[src/rtl/mem_access_ctrl.sv]
// mem_access_ctrl
// MEM-stage data-memory access controller. Turns an aligned, non-flushed
// load/store into one transaction on a single-outstanding sram-like bus
// (req/addr_ok/data_ok). It also produces the MEM-stage stall and the
// sign/zero-extended load result.
// Optional feature macro: ADDR_MAP_EN. When defined, kseg0/kseg1 virtual
// addresses (addrM[31:29] = 3'b100 or 3'b101) are fixed-mapped to physical
// addresses by clearing the top three bits.
// WAIT_LIMIT > 0 enables a watchdog. It pulses bus_timeoutM once when a
// transaction has spent WAIT_LIMIT cycles in ADDR+DATA.
module mem_access_ctrl #(
  parameter int unsigned WAIT_LIMIT = 32'd0
) (
  input  logic        clk,
  input  logic        rst,
  input  logic        memenM,
  input  logic        memwriteM,
  input  logic [5:0]  alucontrolM,
  input  logic [31:0] addrM,
  input  logic [31:0] writedataM,
  input  logic        laddrerrM,
  input  logic        saddrerrM,
  input  logic        flushM,
  input  logic        pipe_stallM,
  output logic        data_req,
  output logic        data_wr,
  output logic [1:0]  data_size,
  output logic [31:0] data_addr,
  output logic [31:0] data_wdata,
  input  logic        data_addr_ok,
  input  logic        data_data_ok,
  input  logic [31:0] data_rdata,
  output logic [31:0] readdataM,
  output logic        stallM,
  output logic        bus_timeoutM
);

  // Memory-op control codes shared with the decoder
  localparam logic [5:0] LB_CONTROL  = 6'h20;
  localparam logic [5:0] LH_CONTROL  = 6'h21;
  localparam logic [5:0] LW_CONTROL  = 6'h23;
  localparam logic [5:0] LBU_CONTROL = 6'h24;
  localparam logic [5:0] LHU_CONTROL = 6'h25;
  localparam logic [5:0] SB_CONTROL  = 6'h28;
  localparam logic [5:0] SH_CONTROL  = 6'h29;
  localparam logic [5:0] SW_CONTROL  = 6'h2B;

  typedef enum logic [1:0] {
    IDLE = 2'd0,
    ADDR = 2'd1,
    DATA = 2'd2,
    DONE = 2'd3
  } state_t;

  state_t      state_r;
  state_t      state_s;
  logic        go_s;
  logic        stall_s;
  logic        complete_s;
  logic        flushSeen_s;
  logic        flushed_r;
  logic        dataReq_r;
  logic        dataWr_r;
  logic [1:0]  dataSize_r;
  logic [31:0] dataAddr_r;
  logic [31:0] dataWdata_r;
  logic [5:0]  ctrl_r;
  logic [1:0]  offset_r;
  logic [31:0] readData_r;
  logic        busTimeout_s;

  // Bus transfer size for a memory-op code
  function automatic logic [1:0] sizeOf(input logic [5:0] ctrl);
    case (ctrl)
      LB_CONTROL, LBU_CONTROL, SB_CONTROL: sizeOf = 2'd0;
      LH_CONTROL, LHU_CONTROL, SH_CONTROL: sizeOf = 2'd1;
      default:                             sizeOf = 2'd2;
    endcase
  endfunction

  // Replicate store data across every byte lane the access may hit
  function automatic logic [31:0] storeData(input logic [5:0] ctrl, input logic [31:0] wd);
    case (ctrl)
      SB_CONTROL: storeData = {4{wd[7:0]}};
      SH_CONTROL: storeData = {2{wd[15:0]}};
      default:    storeData = wd;
    endcase
  endfunction

  // Pick the addressed byte/half from the raw word and extend it
  function automatic logic [31:0] extendLoad(input logic [5:0] ctrl, input logic [1:0] off,
                                             input logic [31:0] raw);
    logic [7:0]  b;
    logic [15:0] h;
    b = raw[{off, 3'b000} +: 8];
    h = raw[{off[1], 4'b0000} +: 16];
    case (ctrl)
      LB_CONTROL:  extendLoad = {{24{b[7]}}, b};
      LBU_CONTROL: extendLoad = {24'h000000, b};
      LH_CONTROL:  extendLoad = {{16{h[15]}}, h};
      LHU_CONTROL: extendLoad = {16'h0000, h};
      default:     extendLoad = raw;
    endcase
  endfunction

  // Virtual-to-bus address translation
  function automatic logic [31:0] mapAddr(input logic [31:0] va);
`ifdef ADDR_MAP_EN
    if ((va[31:29] == 3'b100) || (va[31:29] == 3'b101)) begin
      mapAddr = {3'b000, va[28:0]};
    end else begin
      mapAddr = va;
    end
`else
    mapAddr = va;
`endif
  endfunction

  assign go_s        = memenM & ~laddrerrM & ~saddrerrM & ~flushM;
  assign flushSeen_s = flushed_r | flushM;
  assign complete_s  = ((state_r == ADDR) && data_addr_ok && data_data_ok) ||
                       ((state_r == DATA) && data_data_ok);

  // Next-state and stall decode
  always_comb begin
    state_s = state_r;
    stall_s = 1'b0;
    case (state_r)
      IDLE: begin
        if (go_s) begin
          state_s = ADDR;
          stall_s = 1'b1;
        end else begin
          state_s = IDLE;
        end
      end
      ADDR: begin
        stall_s = 1'b1;
        if (data_addr_ok && data_data_ok) begin
          state_s = flushSeen_s ? IDLE : DONE;
        end else if (data_addr_ok) begin
          state_s = DATA;
        end else begin
          state_s = ADDR;
        end
      end
      DATA: begin
        stall_s = 1'b1;
        if (data_data_ok) begin
          state_s = flushSeen_s ? IDLE : DONE;
        end else begin
          state_s = DATA;
        end
      end
      DONE: begin
        stall_s = 1'b0;
        if (!pipe_stallM) begin
          state_s = IDLE;
        end else begin
          state_s = DONE;
        end
      end
      default: begin
        state_s = IDLE;
        stall_s = 1'b0;
      end
    endcase
  end

  // State register
  always_ff @(posedge clk or posedge rst) begin
    if (rst) begin
      state_r <= IDLE;
    end else begin
      state_r <= state_s;
    end
  end

  // Bus request/attribute registers: latched on go, request dropped on accept
  always_ff @(posedge clk or posedge rst) begin
    if (rst) begin
      dataReq_r   <= 1'b0;
      dataWr_r    <= 1'b0;
      dataSize_r  <= 2'd0;
      dataAddr_r  <= 32'h0000_0000;
      dataWdata_r <= 32'h0000_0000;
      ctrl_r      <= 6'h00;
      offset_r    <= 2'd0;
    end else begin
      case (state_r)
        IDLE: begin
          if (go_s) begin
            dataReq_r   <= 1'b1;
            dataWr_r    <= memwriteM;
            dataSize_r  <= sizeOf(alucontrolM);
            dataAddr_r  <= mapAddr(addrM);
            dataWdata_r <= storeData(alucontrolM, writedataM);
            ctrl_r      <= alucontrolM;
            offset_r    <= addrM[1:0];
          end else begin
            dataReq_r <= 1'b0;
          end
        end
        ADDR: begin
          if (data_addr_ok) begin
            dataReq_r <= 1'b0;
          end
        end
        default: begin
          dataReq_r <= 1'b0;
        end
      endcase
    end
  end

  // Remember a flush that arrives while the transaction cannot be withdrawn
  always_ff @(posedge clk or posedge rst) begin
    if (rst) begin
      flushed_r <= 1'b0;
    end else if ((state_r == ADDR) || (state_r == DATA)) begin
      flushed_r <= flushed_r | flushM;
    end else begin
      flushed_r <= 1'b0;
    end
  end

  // Load result: capture at completion of a live load, zero on a blocked access
  always_ff @(posedge clk or posedge rst) begin
    if (rst) begin
      readData_r <= 32'h0000_0000;
    end else if (complete_s && !dataWr_r && !flushSeen_s) begin
      readData_r <= extendLoad(ctrl_r, offset_r, data_rdata);
    end else if ((state_r == IDLE) && memenM && !go_s) begin
      readData_r <= 32'h0000_0000;
    end
  end

  generate
    if (WAIT_LIMIT > 0) begin : gWatchdog
      localparam int unsigned CNT_W = (WAIT_LIMIT < 2) ? 1 : $clog2(WAIT_LIMIT + 1);
      localparam logic [CNT_W-1:0] LIMIT_C = CNT_W'(WAIT_LIMIT);
      logic [CNT_W-1:0] waitCnt_r;
      logic [CNT_W-1:0] waitCnt_s;
      logic             inWait_s;
      logic             nextWait_s;
      logic             timeout_r;

      assign inWait_s   = (state_r == ADDR) || (state_r == DATA);
      assign nextWait_s = (state_s == ADDR) || (state_s == DATA);

      // Counter holds the number of ADDR/DATA cycles including the current one
      always_comb begin
        waitCnt_s = waitCnt_r;
        if (!nextWait_s) begin
          waitCnt_s = {CNT_W{1'b0}};
        end else if (!inWait_s) begin
          waitCnt_s = CNT_W'(1);
        end else if (waitCnt_r == LIMIT_C) begin
          waitCnt_s = waitCnt_r;
        end else begin
          waitCnt_s = waitCnt_r + CNT_W'(1);
        end
      end

      // Watchdog counter and single-cycle timeout pulse on reaching the limit
      always_ff @(posedge clk or posedge rst) begin
        if (rst) begin
          waitCnt_r <= {CNT_W{1'b0}};
          timeout_r <= 1'b0;
        end else begin
          waitCnt_r <= waitCnt_s;
          timeout_r <= (waitCnt_s == LIMIT_C) && (waitCnt_r != LIMIT_C);
        end
      end

      assign busTimeout_s = timeout_r;
    end else begin : gNoWatchdog
      assign busTimeout_s = 1'b0;
    end
  endgenerate

  assign data_req     = dataReq_r;
  assign data_wr      = dataWr_r;
  assign data_size    = dataSize_r;
  assign data_addr    = dataAddr_r;
  assign data_wdata   = dataWdata_r;
  assign readdataM    = readData_r;
  assign stallM       = stall_s & ~rst;
  assign bus_timeoutM = busTimeout_s;

endmodule

[config.mk]
export PLATFORM = sky130hd
export DESIGN_NAME = mem_access_ctrl
export DESIGN_NICKNAME = d
export VERILOG_FILES = /design/src/rtl/mem_access_ctrl.sv
export SDC_FILE = /design/constraint.sdc
export NUM_CORES = 1
export LEC_CHECK = 0
export BUFFER_PORTS_ARGS = -buffer_cell sky130_fd_sc_hd__buf_2
export CAP_MARGIN = 20
export CELL_PAD_IN_SITES_DETAIL_PLACEMENT = 1
export CELL_PAD_IN_SITES_GLOBAL_PLACEMENT = 1
export CORE_UTILIZATION = 35
export CTS_CLUSTER_DIAMETER = 120
export DETAILED_ROUTE_END_ITERATION = 16
export GPL_ROUTABILITY_DRIVEN = 0
export HOLD_SLACK_MARGIN = 0.03
export PLACE_DENSITY = 0.85
export SYNTH_ARGS = -nofsm -noshare
export SYNTH_HDL_FRONTEND = slang
export SYNTH_SLANG_ARGS = --single-unit
[constraint.sdc]
create_clock -name clk -period 5.4 [get_ports clk]
set_input_delay 1.08 -clock clk [delete_from_list [all_inputs] [get_ports clk]]
set_output_delay 1.08 -clock clk [all_outputs]
set_load 0.005 [all_outputs]
### Word level (Yosys, flattened, before mapping)

Index checks and enable logic that the tools add are counted.

* output and inout port bits: 102
* word-level logic and storage cells: 71
* input bits: 112
* bits in registers: 111

* shift operators: 2
* eq/ne operators: 14
* reductions and logical operators: 19
* bitwise operators: 9
* multiplexer cells: 17

Operators by type and width (number)
* 32-bit case mux with 4 select lines: 1
* 32-bit 2-to-1 mux: 2
* 32-bit case mux with 2 select lines: 1
* 6-bit equality test (second input constant): 10
* 32-bit by 6-bit indexed part select with 16-bit output: 1
* 32-bit by 6-bit indexed part select with 8-bit output: 1
* 2-bit 2-to-1 mux: 5
* 1-bit logical AND: 8
* 2-bit case mux with 4 select lines: 1
* 3-bit OR reduction: 2
* 1-bit bitwise AND: 4
* 2-bit equality test (second input constant): 2
* 1-bit 2-to-1 mux: 4
* 1-bit inverter: 4
* 2-bit case mux with 2 select lines: 1
* 1-bit zero test: 3
* 1-bit case mux with 3 select lines: 1
* 2-bit by 1-bit equality test with 1-bit output (second input constant): 1
* 2-bit zero test: 1
* 1-bit logical OR: 2
* 2-bit != test (second input constant): 1
* 1-bit case mux with 2 select lines: 1
* 2-bit AND reduction: 1
* 2-bit nonzero test: 1
* 2 further kinds: 2

### Logic depth before layout (Yosys ltp)

* depth after elaboration: 8
* mapped depth: 8
* depth with buffers taken out: 6

### Worst setup path before layout

OpenSTA, ideal clock, no wires.

* path kind: input to output
* start point: input laddrerrM
* end point: output stallM
* stages on the path: 3
* slack: 2664 ps
* path buffers: 0
* data arrival time: 1656 ps
* path through: nor3_1 nand3_1 a21oi_1

* longest elaborated chain between the ends: 7

RTL lines
* start: declaration: RTL line 21 `input logic laddrerrM,`
* 1-bit inverter: RTL line 119 `assign go_s = memenM & ~laddrerrM & ~saddrerrM & ~flushM;`
* 1-bit bitwise AND (3 in series): RTL line 119
* 1-bit 2-to-1 mux: RTL line 130 `if (go_s) begin`
* 1-bit case mux with 3 select lines: RTL line 128 `case (state_r)`
* 1-bit bitwise AND: RTL line 288 `assign stallM = stall_s & ~rst;`
* end: declaration: RTL line 34 `output logic stallM,`

No other way between the ends.

### Worst setup path in the final report

Same ends and word-level chain as after synthesis.

==> impl_metrics.tcl <==
set metrics [dict create \
    numCtsBuffers 9 \
    core_um2 14000 \
    synth-edff-count 0 \
    gr-usage-all-layers 0.221 \
    finalCritPeriodShare 0.609 \
    utilization 0.465 \
    synth_area_leader_cell "dfrtp_1" \
    syn_avg_cell_area_um2 9.37 \
    relSlewSlack 0.291 \
    endpoint_kind "primary output" \
    clockBufferDepth 2 \
    fin_crit_ns 3.29 \
    multi_input_area_um2 2170 \
    rsz0062_at_grt "false" \
    areaGrowthSynthToFinish_pct 28.2 \
    skew_ns 0.00642 \
    grt_pass1_vias 4919 \
    grt_start_max_net_pins 96 \
    synth_area_um2 5090 \
    ys.flop_type "dfrtp_1" \
    fin_nets 847 \
    synth.distinct_cells 49 \
    path_class "primary input to primary output" \
    placementRows 43 \
    ctsHoldBuffers 0 \
    cellPowerDensity_nw_per_um2 321 \
    cp.required_ns 4.32 \
    postCtsSetupBuffers 0 \
    synth_warnings 0 \
    leakage_nw 3.48 \
    layout_commonest_cell "buf_2" \
    vias_per_cell 5.20 \
    seq_area_um2 2730 \
    slew_violations 0 \
    dpl.cell_count 898 \
    drt_iter0_markers 241 \
    pin_count 214 \
    max_slew.worst_pin.slew_ns 1.06 \
    wirelength_um 16300 \
    synth_area_leaders "dfrtp_1 (54%), nand2_1 (14%), o21ai_0 (4.4%)" \
    cp.arrival_ns 2.21 \
    max_freq_ghz 0.304 \
    antenna_found_initial 0 \
    final_cell_mix "buf_2 (212), nand2_1 (186), dfrtp_1 (109), o21ai_0 (45)" \
    cp_max_fo 4 \
    chipWidth_um 123 \
    cts_tree "done" \
    final_antenna_net_count 0 \
    cts_resized 0 \
    maxCapViolations 0 \
    h-tree-depth 3 \
    hold_violations 0 \
    synth-seq-cells 109 \
    dr.pass1.iters 4 \
    start_util 0.362 \
    critPathLaunchType "primary input" \
    dieArea_um2 15000 \
    synth_cells 543 \
    finalSetupTns_ns 0 \
    synth_fp_nets 660 \
    vias 4748 \
    irDropWorstVdd_v 0.000151 \
    async_reset_ff_frac 1.00 \
    port-buffer-count 212 \
    place_area_um2 6220 \
    die_y_um 123 \
    finalSetupViolCount 0 \
    worst_skew_pair.late_latency_ns 0.35 \
    seq_area_frac_synth 0.536 \
    grt_pass1_wl_um 25400 \
    outcome "complete, no violations" \
    wire_per_inst_um 17.8 \
    synth_top_area_frac 0.536 \
    fill_cells 1704 \
    grt_remaining_overflow 0 \
    dp_hpwl_um 12100 \
    clkTransAtPathRegs_ns 0.07 \
    post-route-cell-area_um2 6530 \
    diodes 0 \
    drive_above_1_share 0.333 \
    clock-root-buffer "clkbuf_16" \
    hold_path_class "register to register" \
    layoutNonFillerInstCount 913 \
    clock_sinks 109 \
    post-route-drc-count 0 \
]
-- power by group --
part           internal [W]  leakage, nW  switching (W)  total (W)
Sequential         0.000922         1.42      0.0000864    0.00101
Combinational      0.000183         1.92       0.000225   0.000408
Clock              0.000381        0.148       0.000300   0.000681
-- final cells by class --
class | count | share of cell area
repair buffers | 215 | 0.166
clock inverters | 3 | 0.00671
flip-flops and latches | 109 | 0.418
well taps | 180 | 0.0345
clock buffers | 11 | 0.0387
multi-input cells | 391 | 0.333
inverters | 4 | 0.00268
-- sequential cells by signal, indices dropped and copies added (netlist names) --
signal and count:
data_wdata 32, state_r 2, data_req 1, flushed_r 1, data_wr 1, ctrl_r 6, data_size 2, data_addr 32
readdataM 32
-- routing by layer --
| metal | global-route usage | wire length (µm) | up-vias |
|---|---|---|---|
| li1 | - | - | 2212 |
| met1 | 0.263 | 6700 | 2328 |
| met2 | 0.382 | 8030 | 184 |
| met3 | 0.0511 | 1200 | 24 |
| met4 | 0.0892 | 355 | 0 |
| met5 | 0 | 0 | - |
-- cells in the mapped netlist (4+ instances only) --
| master | number |
|---|---|
| mux2i_1 | 18 |
| a221o_1 | 17 |
| a31oi_1 | 7 |
| or3_1 | 6 |
| o21ai_0 | 45 |
| ha_1 | 5 |
| nor2_1 | 12 |
| o21a_1 | 6 |
| buf_2 | 7 |
| nor2b_1 | 10 |
| nand2_1 | 186 |
| clkbuf_1 | 24 |
| dfrtp_1 | 109 |
| nand2b_1 | 5 |
| o21ai_1 | 18 |
| buf_4 | 4 |
| a22oi_1 | 8 |
| nand3_1 | 12 |
-- worst paths after layout --
| kind | start | end | slack [ns] | cells after the start |
|---|---|---|---|---|
| worst max-delay path | laddrerrM | stallM | 2.11 | 5 |
| worst min-delay path | data_addr[15] | data_addr[15] | 0.48 | 2 |
| worst max register to register | data_addr[1] | readdataM[28] | 2.94 | 4 |
| worst min register to register | data_addr[15] | data_addr[15] | 0.48 | 2 |
| max in group asynchronous | rst | data_addr[0] | 3.39 | 3 |
| min in group asynchronous | rst | ctrl_r[2] | 0.94 | 2 |
-- through the flow --
step | power (W) | worst slack (ns) | hold slack (ns)
2_1_floorplan | 0.00121 | 1.45 | 0.451
3_3_place_gp | 0.00141 | 2.19 | 0.455
3_5_place_dp | 0.00144 | 2.07 | 0.460
4_1_cts | 0.00212 | 2.08 | 0.478
5_1_grt | 0.00220 | 2.00 | 0.502
6_report | 0.00210 | 2.11 | 0.475
-- critical path: stages --
cell,delay (ns)
buf_2,0.10
nor3_1,0.57
nand3_1,0.19
a21oi_1,0.15
buf_2,0.12
-- logic make-up after synthesis --
family | count (synthesis) | share of synthesized area
DFF | 109 | 0.536
muxes | 22 | 0.0465
and+or+nand+nor | 244 | 0.207
adders and majority gates | 5 | 0.0123
AOI/OAI and AO/OA | 119 | 0.157
buffers and inverters | 43 | 0.0408
other | 1 | 0.000737
Note: power is estimated with default switching activity, not from simulation.
